## config.mk

```make
export PLATFORM = sky130hd
export DESIGN_NAME = counting_register_flat
export DESIGN_NICKNAME = d
export VERILOG_FILES = /design/src/rtl/counting_register_pkg.sv /design/src/rtl/counting_register_if.sv /design/src/rtl/counting_register_lifo_stack.sv /design/src/rtl/counting_register.sv /design/src/flat_wrapper.sv
export SDC_FILE = /design/constraint.sdc
export NUM_CORES = 1
export LEC_CHECK = 0
export ABC_AREA = 0
export CELL_PAD_IN_SITES_DETAIL_PLACEMENT = 1
export CELL_PAD_IN_SITES_GLOBAL_PLACEMENT = 2
export CORE_MARGIN = 2
export CORE_UTILIZATION = 39
export CTS_CLUSTER_SIZE = 25
export DETAILED_ROUTE_END_ITERATION = 12
export PLACE_DENSITY_LB_ADDON = 0.1
export SLEW_MARGIN = 25
export SYNTH_ARGS = -nofsm -noshare
export SYNTH_HDL_FRONTEND = slang
export SYNTH_SLANG_ARGS = --single-unit
```

## constraint.sdc

```tcl
create_clock -name clk -period 3.1 [get_ports clk]
set_input_delay 0.93 -clock clk [delete_from_list [all_inputs] [get_ports clk]]
set_output_delay 0.93 -clock clk [all_outputs]
set_load 0.01 [all_outputs]
```

## src/rtl/counting_register_pkg.sv

```systemverilog
// rtl/counting_register_pkg.sv - shared op encodings and sizing helper for counting_register
package counting_register_pkg;

  localparam int OP_W = 3;

  localparam logic [OP_W-1:0] OP_HOLD  = 3'd0;
  localparam logic [OP_W-1:0] OP_CLEAR = 3'd1;
  localparam logic [OP_W-1:0] OP_WRITE = 3'd2;
  localparam logic [OP_W-1:0] OP_POP   = 3'd3;
  localparam logic [OP_W-1:0] OP_INC   = 3'd4;
  localparam logic [OP_W-1:0] OP_DEC   = 3'd5;

  // Never returns less than 1 so a one-entry stack still gets a real index bit.
  function automatic int clog2(input int value);
    int r;
    r = 0;
    while ((1 << r) < value) r++;
    return (r < 1) ? 1 : r;
  endfunction

endpackage

```

## src/rtl/counting_register_if.sv

```systemverilog
// rtl/counting_register_if.sv - control/status bundle between the datapath and counting_register
interface counting_register_if #(
  parameter int WIDTH  = 16,
  parameter int STEP_W = 4
);
  logic              clear;
  logic              write;
  logic [WIDTH-1:0]  datain;
  logic              inc;
  logic              dec;
  logic [STEP_W-1:0] step;
  logic              push;
  logic              pop;
  logic              flag_clr;
  logic [WIDTH-1:0]  dataout;
  logic              zero;
  logic              carry;
  logic              stk_full;
  logic              stk_empty;
  logic              stk_err;

  modport master (
    output clear, write, datain, inc, dec, step, push, pop, flag_clr,
    input  dataout, zero, carry, stk_full, stk_empty, stk_err
  );

  modport slave (
    input  clear, write, datain, inc, dec, step, push, pop, flag_clr,
    output dataout, zero, carry, stk_full, stk_empty, stk_err
  );
endinterface

```

## src/rtl/counting_register_lifo_stack.sv

```systemverilog
// rtl/counting_register_lifo_stack.sv - save/restore LIFO with pointer, full/empty and accept strobes
module lifo_stack
  import counting_register_pkg::*;
#(
  parameter int WIDTH = 16,
  parameter int DEPTH = 4
) (
  input  logic             clk,
  input  logic             rst_n,
  input  logic             i_push,
  input  logic             i_pop,
  input  logic [WIDTH-1:0] i_data,
  output logic [WIDTH-1:0] o_top,
  output logic             o_full,
  output logic             o_empty,
  output logic             o_push_ok,
  output logic             o_pop_ok
);
  localparam int PTR_W = clog2(DEPTH + 1);
  localparam int IDX_W = clog2(DEPTH);

  logic [PTR_W-1:0] r_ptr;
  logic [WIDTH-1:0] r_mem [2**IDX_W];
  logic [IDX_W-1:0] w_wr_idx;
  logic [IDX_W-1:0] w_top_idx;

  assign o_full    = (r_ptr == PTR_W'(DEPTH));
  assign o_empty   = (r_ptr == '0);
  assign o_push_ok = i_push & ~o_full;
  assign o_pop_ok  = i_pop & ~o_empty;

  assign w_wr_idx  = IDX_W'(r_ptr);
  assign w_top_idx = IDX_W'(r_ptr - PTR_W'(1));
  assign o_top     = r_mem[w_top_idx];

  always_ff @(posedge clk or negedge rst_n) begin
    if (!rst_n) begin
      r_ptr <= '0;
    end else if (o_push_ok) begin
      r_ptr <= r_ptr + PTR_W'(1);
    end else if (o_pop_ok) begin
      r_ptr <= r_ptr - PTR_W'(1);
    end
  end

  // Entries are meaningless once the pointer is reset, so storage skips the reset.
  always_ff @(posedge clk) begin
    if (o_push_ok) begin
      r_mem[w_wr_idx] <= i_data;
    end
  end
endmodule

```

## src/rtl/counting_register.sv

```systemverilog
// rtl/counting_register.sv - PC/AR/loop-counter register with step arithmetic, sticky flags and call stack
module counting_register
  import counting_register_pkg::*;
#(
  parameter int               WIDTH       = 16,
  parameter logic [WIDTH-1:0] RESET_VAL   = '0,
  parameter int               STEP_W      = 4,
  parameter int               SATURATE    = 0,
  parameter int               STACK_DEPTH = 4
) (
  input logic                clk,
  input logic                rst_n,
  counting_register_if.slave bus
);
  logic [WIDTH-1:0] r_data;
  logic             r_carry;
  logic             r_stk_err;

  logic             w_push_req;
  logic             w_pop_req;
  logic             w_push_ok;
  logic             w_pop_ok;
  logic             w_full;
  logic             w_empty;
  logic [WIDTH-1:0] w_top;
  logic [OP_W-1:0]  w_op;
  logic [WIDTH:0]   w_amount;
  logic [WIDTH:0]   w_sum;
  logic [WIDTH:0]   w_diff;
  logic [WIDTH-1:0] w_next;
  logic             w_carry_evt;
  logic             w_err_evt;

  // push+pop cancel each other; a pop shadowed by clear/write is simply dropped.
  assign w_push_req = bus.push & ~bus.pop;
  assign w_pop_req  = bus.pop & ~bus.push & ~bus.clear & ~bus.write;

  lifo_stack #(
    .WIDTH (WIDTH),
    .DEPTH (STACK_DEPTH)
  ) u_stack (
    .clk       (clk),
    .rst_n     (rst_n),
    .i_push    (w_push_req),
    .i_pop     (w_pop_req),
    .i_data    (r_data),
    .o_top     (w_top),
    .o_full    (w_full),
    .o_empty   (w_empty),
    .o_push_ok (w_push_ok),
    .o_pop_ok  (w_pop_ok)
  );

  assign w_amount = (WIDTH + 1)'(bus.step) + (WIDTH + 1)'(1);
  assign w_sum    = {1'b0, r_data} + w_amount;
  assign w_diff   = {1'b0, r_data} - w_amount;

  always_comb begin
    w_op = OP_HOLD;
    if (bus.clear)                 w_op = OP_CLEAR;
    else if (bus.write)            w_op = OP_WRITE;
    else if (w_pop_ok)             w_op = OP_POP;
    else if (bus.inc && !bus.dec)  w_op = OP_INC;
    else if (bus.dec && !bus.inc)  w_op = OP_DEC;
  end

  // Bit WIDTH of the extended sum/difference is the wrap (carry or borrow) indicator.
  always_comb begin
    w_next      = r_data;
    w_carry_evt = 1'b0;
    case (w_op)
      OP_CLEAR: w_next = RESET_VAL;
      OP_WRITE: w_next = bus.datain;
      OP_POP:   w_next = w_top;
      OP_INC: begin
        w_carry_evt = w_sum[WIDTH];
        w_next      = (w_sum[WIDTH] && SATURATE != 0) ? '1 : w_sum[WIDTH-1:0];
      end
      OP_DEC: begin
        w_carry_evt = w_diff[WIDTH];
        w_next      = (w_diff[WIDTH] && SATURATE != 0) ? '0 : w_diff[WIDTH-1:0];
      end
      default: ;
    endcase
  end

  assign w_err_evt = (bus.push & bus.pop)
                   | (w_push_req & ~w_push_ok)
                   | (w_pop_req & ~w_pop_ok);

  always_ff @(posedge clk or negedge rst_n) begin
    if (!rst_n) begin
      r_data    <= RESET_VAL;
      r_carry   <= 1'b0;
      r_stk_err <= 1'b0;
    end else begin
      r_data <= w_next;
      if (w_carry_evt)       r_carry <= 1'b1;
      else if (bus.flag_clr) r_carry <= 1'b0;
      if (w_err_evt)         r_stk_err <= 1'b1;
      else if (bus.flag_clr) r_stk_err <= 1'b0;
    end
  end

  assign bus.dataout   = r_data;
  assign bus.zero      = (r_data == '0);
  assign bus.carry     = r_carry;
  assign bus.stk_full  = w_full;
  assign bus.stk_empty = w_empty;
  assign bus.stk_err   = r_stk_err;
endmodule
```

## src/flat_wrapper.sv

```systemverilog
// flat-port wrapper written by rule: the top's interface ports become plain ports
module counting_register_flat import counting_register_pkg::*;
#(
  parameter int               WIDTH       = 16,
  parameter logic [WIDTH-1:0] RESET_VAL   = '0,
  parameter int               STEP_W      = 4,
  parameter int               SATURATE    = 0,
  parameter int               STACK_DEPTH = 4
)
  (clk, rst_n, bus_clear, bus_write, bus_datain, bus_inc, bus_dec, bus_step, bus_push, bus_pop, bus_flag_clr, bus_dataout, bus_zero, bus_carry, bus_stk_full, bus_stk_empty, bus_stk_err);
  counting_register_if #(.WIDTH(WIDTH), .STEP_W(STEP_W)) bus_i ();
  input logic clk;
  input logic rst_n;
  input wire logic [$bits(bus_i.clear)-1:0] bus_clear;
  input wire logic [$bits(bus_i.write)-1:0] bus_write;
  input wire logic [$bits(bus_i.datain)-1:0] bus_datain;
  input wire logic [$bits(bus_i.inc)-1:0] bus_inc;
  input wire logic [$bits(bus_i.dec)-1:0] bus_dec;
  input wire logic [$bits(bus_i.step)-1:0] bus_step;
  input wire logic [$bits(bus_i.push)-1:0] bus_push;
  input wire logic [$bits(bus_i.pop)-1:0] bus_pop;
  input wire logic [$bits(bus_i.flag_clr)-1:0] bus_flag_clr;
  output wire logic [$bits(bus_i.dataout)-1:0] bus_dataout;
  output wire logic [$bits(bus_i.zero)-1:0] bus_zero;
  output wire logic [$bits(bus_i.carry)-1:0] bus_carry;
  output wire logic [$bits(bus_i.stk_full)-1:0] bus_stk_full;
  output wire logic [$bits(bus_i.stk_empty)-1:0] bus_stk_empty;
  output wire logic [$bits(bus_i.stk_err)-1:0] bus_stk_err;
  assign bus_i.clear = bus_clear;
  assign bus_i.write = bus_write;
  assign bus_i.datain = bus_datain;
  assign bus_i.inc = bus_inc;
  assign bus_i.dec = bus_dec;
  assign bus_i.step = bus_step;
  assign bus_i.push = bus_push;
  assign bus_i.pop = bus_pop;
  assign bus_i.flag_clr = bus_flag_clr;
  assign bus_dataout = bus_i.dataout;
  assign bus_zero = bus_i.zero;
  assign bus_carry = bus_i.carry;
  assign bus_stk_full = bus_i.stk_full;
  assign bus_stk_empty = bus_i.stk_empty;
  assign bus_stk_err = bus_i.stk_err;
  counting_register #(.WIDTH(WIDTH), .RESET_VAL(RESET_VAL), .STEP_W(STEP_W), .SATURATE(SATURATE), .STACK_DEPTH(STACK_DEPTH)) u_core (.clk(clk), .rst_n(rst_n), .bus(bus_i));
endmodule
```

==> results.md <==
* Core area at 0.01132 mm^2
* DRT iter0 DRCs at 197
* GRT Residual Overflow at 0
* #FFs+latches synth at 85
* Layout cells sized above 1 at 28.36%
* Max Slew Vio Count at 0
* Met1 Routed Length at 6.087 mm
* P_leak at 0.002289 uW
* Tcrit/Tclk final at 98.35%
* Psw at 1493 uW
* I/O pins at 50
* Critical path class: flip-flop to primary output
* # DRC at 0
* H-tree depth at 3
* Synth area leaders: edfxtp_1, dfrtp_1, mux4_2, ha_1, o21ai_0
* Mapped Avg Cell Area at 12.83 um^2
* RSZ-0062 raised after global routing: no
* Mapped Area at 0.004503 mm^2
* # setup viols final at 0
* Critical Path RT at 2.17 ns
* Max Used Layer: met4
* Worst Tran Pin Value at 0.9734 ns
* Total number of vias at 3401
* Yosys Warn Count at 0
* GRT Total Usage at 22.29%
* CTS Buffer Depth at 2
* TritonCTS clock tree: built
* Critical Path Source: u_core.bus.dataout[8]
* Status: completed
* Antenna Violating Nets Remaining at 0
* Commonest non-fill, non-tap cell in the layout: buf_4
* DRT Pass-1 Iters at 5
* Via density at 5.557
* Leading cell types in the layout, fill and taps excluded: buf_4, edfxtp_1, clkdlybuf4s50_1, dfrtp_1, inv_1
* Worst path depth at 5
* Peak VDD IR at 470.1 uV
* Worst Reg2Reg Path Length in Cells at 9
* Critical path peak fanout at 2
* Area Growth Syn to Fin at 34.73%
* Ys flop type: edfxtp_1
* Worst Hold Class: flip-flop to flip-flop
* Cell-internal power at 3036 uW
* Clock skew at 0.006939 ns
* Final nets at 513
* Yosys cell types at 57
* # rows at 39
* EDFF count, synth at 64
* Die X-Extent at 111.5 um
* Placer Congestion at 0.8186
* Port buffer count at 49
* Max transition margin at 34.98%
* Worst reg2reg path startpoint: u_core.bus.dataout[0]
* Critical-path cell list: or4_4 > or3_4 > nor4_2 > buf_4 > buf_4
* Slowest stage delay, CP at 0.55 ns
* WL/cell at 21.77 um
* Post-synth top area cell: edfxtp_1
* Die footprint at 0.01242 mm^2
* Cell Pwr Density at 746.6 mW/mm^2
* Clock network power share at 25.4%
* Post-synth ARST share at 24.71%
* Routed wire length at 13.32 mm
* Achievable Freq at 328.0 MHz
* Layout Utilization at 53.59%
* Reg2reg end: u_core.bus.dataout[12]
* Syn_nets at 399
* Antenna diodes at 0
* Comb pwr share at 40.7%
* Maxcap violations at 0
* Worst EP arrival at 2.12 ns
* Min Clock Period, post-route at 3.049 ns
* Fraction of power spent switching nets at 32.97%
* Register area share after synthesis at 54.35%
* CP bufs+invs at 2
* Starting Density at 39.78%
* DR WL met3 at 701 um
* Synthesized instance count at 351
* DP HPWL at 9.739 mm
* WL met2 at 6.339 mm
* Post-synth top area share at 42.68%
* Slowest CP cell: or4_4
* FF-to-FF setup slack at 0.71 ns
* Crit path to: bus_zero
* First-pass GRT wire length at 20.76 mm
* Setup crit start kind: flip-flop
* Largest net degree at the start of global routing at 22
* Critical Path Sink Type: primary output
* Die height at 111.5 um
* Worst-path clk slew at 0.06 ns
* Fin. Hold Viols at 0
* Sequential share of power at 34.0%
* Final setup TNS at 0 ns
* Clock sinks at 85
* Worst-Skew Late Latency at 0.34 ns
* Top delay family on crit path: simple AND/OR/NAND/NOR gates
* CTS buffer count at 9
* Crit-path most repeated cell: buf_4
* Initial antenna violation count at 0
* Vias in the first global route at 3649
* CTS root buf: clkbuf_16
==> state kept, by name, indices dropped and copies added, names as in the netlist <==
| name | cells |
|---|---|
| u_core.u_stack.r_mem | 64 |
| u_core.bus.dataout | 16 |
| u_core.u_stack.r_ptr | 3 |
| u_core.bus.carry | 1 |
| u_core.bus.stk_err | 1 |
==> metal layers <==
layer  vias to the layer above  track usage [%]
met3                        15            4.028
met4                         0            7.243
met1                      1714            31.18
met5                         -                0
li1                       1580                -
met2                        92            35.53
==> worst min path at each step <==
| stage | start | end | slack (ns) | depth (start not counted) |
|---|---|---|---|---|
| final | u_core.bus.carry | u_core.bus.carry | 0.52 | 2 |
| after global routing | u_core.bus.carry | u_core.bus.carry | 0.58 | 2 |
| after CTS | u_core.bus.carry | u_core.bus.carry | 0.54 | 2 |
| after detailed placement | u_core.bus.carry | u_core.bus.carry | 0.52 | 2 |
| after global placement | u_core.bus.stk_err | u_core.bus.stk_err | 0.51 | 1 |
| after floorplan | u_core.u_stack.r_ptr[2] | u_core.u_stack.r_ptr[2] | 0.49 | 1 |
==> cell usage after synthesis, types with 5 or more instances <==
cell,n
edfxtp_1,64
dfrtp_1,21
o21ai_0,21
inv_1,19
nand2_1,19
ha_1,17
mux4_2,16
nor2_1,14
a21oi_1,12
nand3_1,11
a22oi_1,10
and2_1,10
clkbuf_1,10
xnor2_1,8
buf_2,6
nor3_1,6
nor4_1,6
nor2b_1,5
==> stage by stage <==
stage                     setup slack [ns]  cell area, um^2  hold WS [ns]  cells  power [uW]
after CTS                         0.001277             5958        0.5409    609        4499
final                              0.05130             6067        0.5242    612        4530
after detailed placement           -0.4974             5609        0.5216    593        3320
after global placement             -0.4421             5609        0.5081    593        3269
after global routing              0.001799             6067        0.5841    612        4761
after floorplan                     0.2460             4503        0.4944    351        2531
==> cell families (layout without fill, tap and decap cells) <==
| family | after synthesis | count (layout) | synth area share, % |
|---|---|---|---|
| compound gates | 82 | 82 | 13.67 |
| simple gates | 98 | 98 | 12.03 |
| buf+inv | 36 | 154 | 3.334 |
| mux | 19 | 19 | 8.669 |
| flops | 85 | 85 | 54.35 |
| fa+ha+maj | 19 | 19 | 5.613 |
| xor+xnor | 12 | 12 | 2.334 |
==> layout make-up <==
| type | count | area, um^2 |
|---|---|---|
| Fill cell | 1185 | 5254 |
| Inverter | 19 | 71.32 |
| Sequential cell | 85 | 2447 |
| Clock buffer | 9 | 225.2 |
| Tap cell | 143 | 178.9 |
| Clock inverter | 6 | 87.58 |
| Timing Repair Buffer | 120 | 1039 |
| Multi-Input combinational cell | 230 | 2018 |
==> repair_timing <==
item	CTS	global route
endpoints found under the setup margin	10	12
buffers inserted	1	3
resized for setup	13	25
pin swaps	3	10
hold buffers	0	0
==> power by group through the flow <==
| stage | registers, uW | clock network [uW] | logic (uW) |
|---|---|---|---|
| 4_1_cts | 1540 | 1160 | 1800 |
| 6_report | 1540 | 1150 | 1840 |
| 3_5_place_dp | 1560 | 0 | 1760 |
| 3_3_place_gp | 1540 | 0 | 1730 |
| 2_1_floorplan | 1620 | 0 | 915 |
| 5_1_grt | 1560 | 1210 | 1990 |
==> tightest hold or removal path, stage by stage, from the launching register on <==
cell and delay [ns]:
dfrtp_1 0.36, a21oi_1 0.07, o41ai_1 0.06
Power figures use the tool's default switching activity.
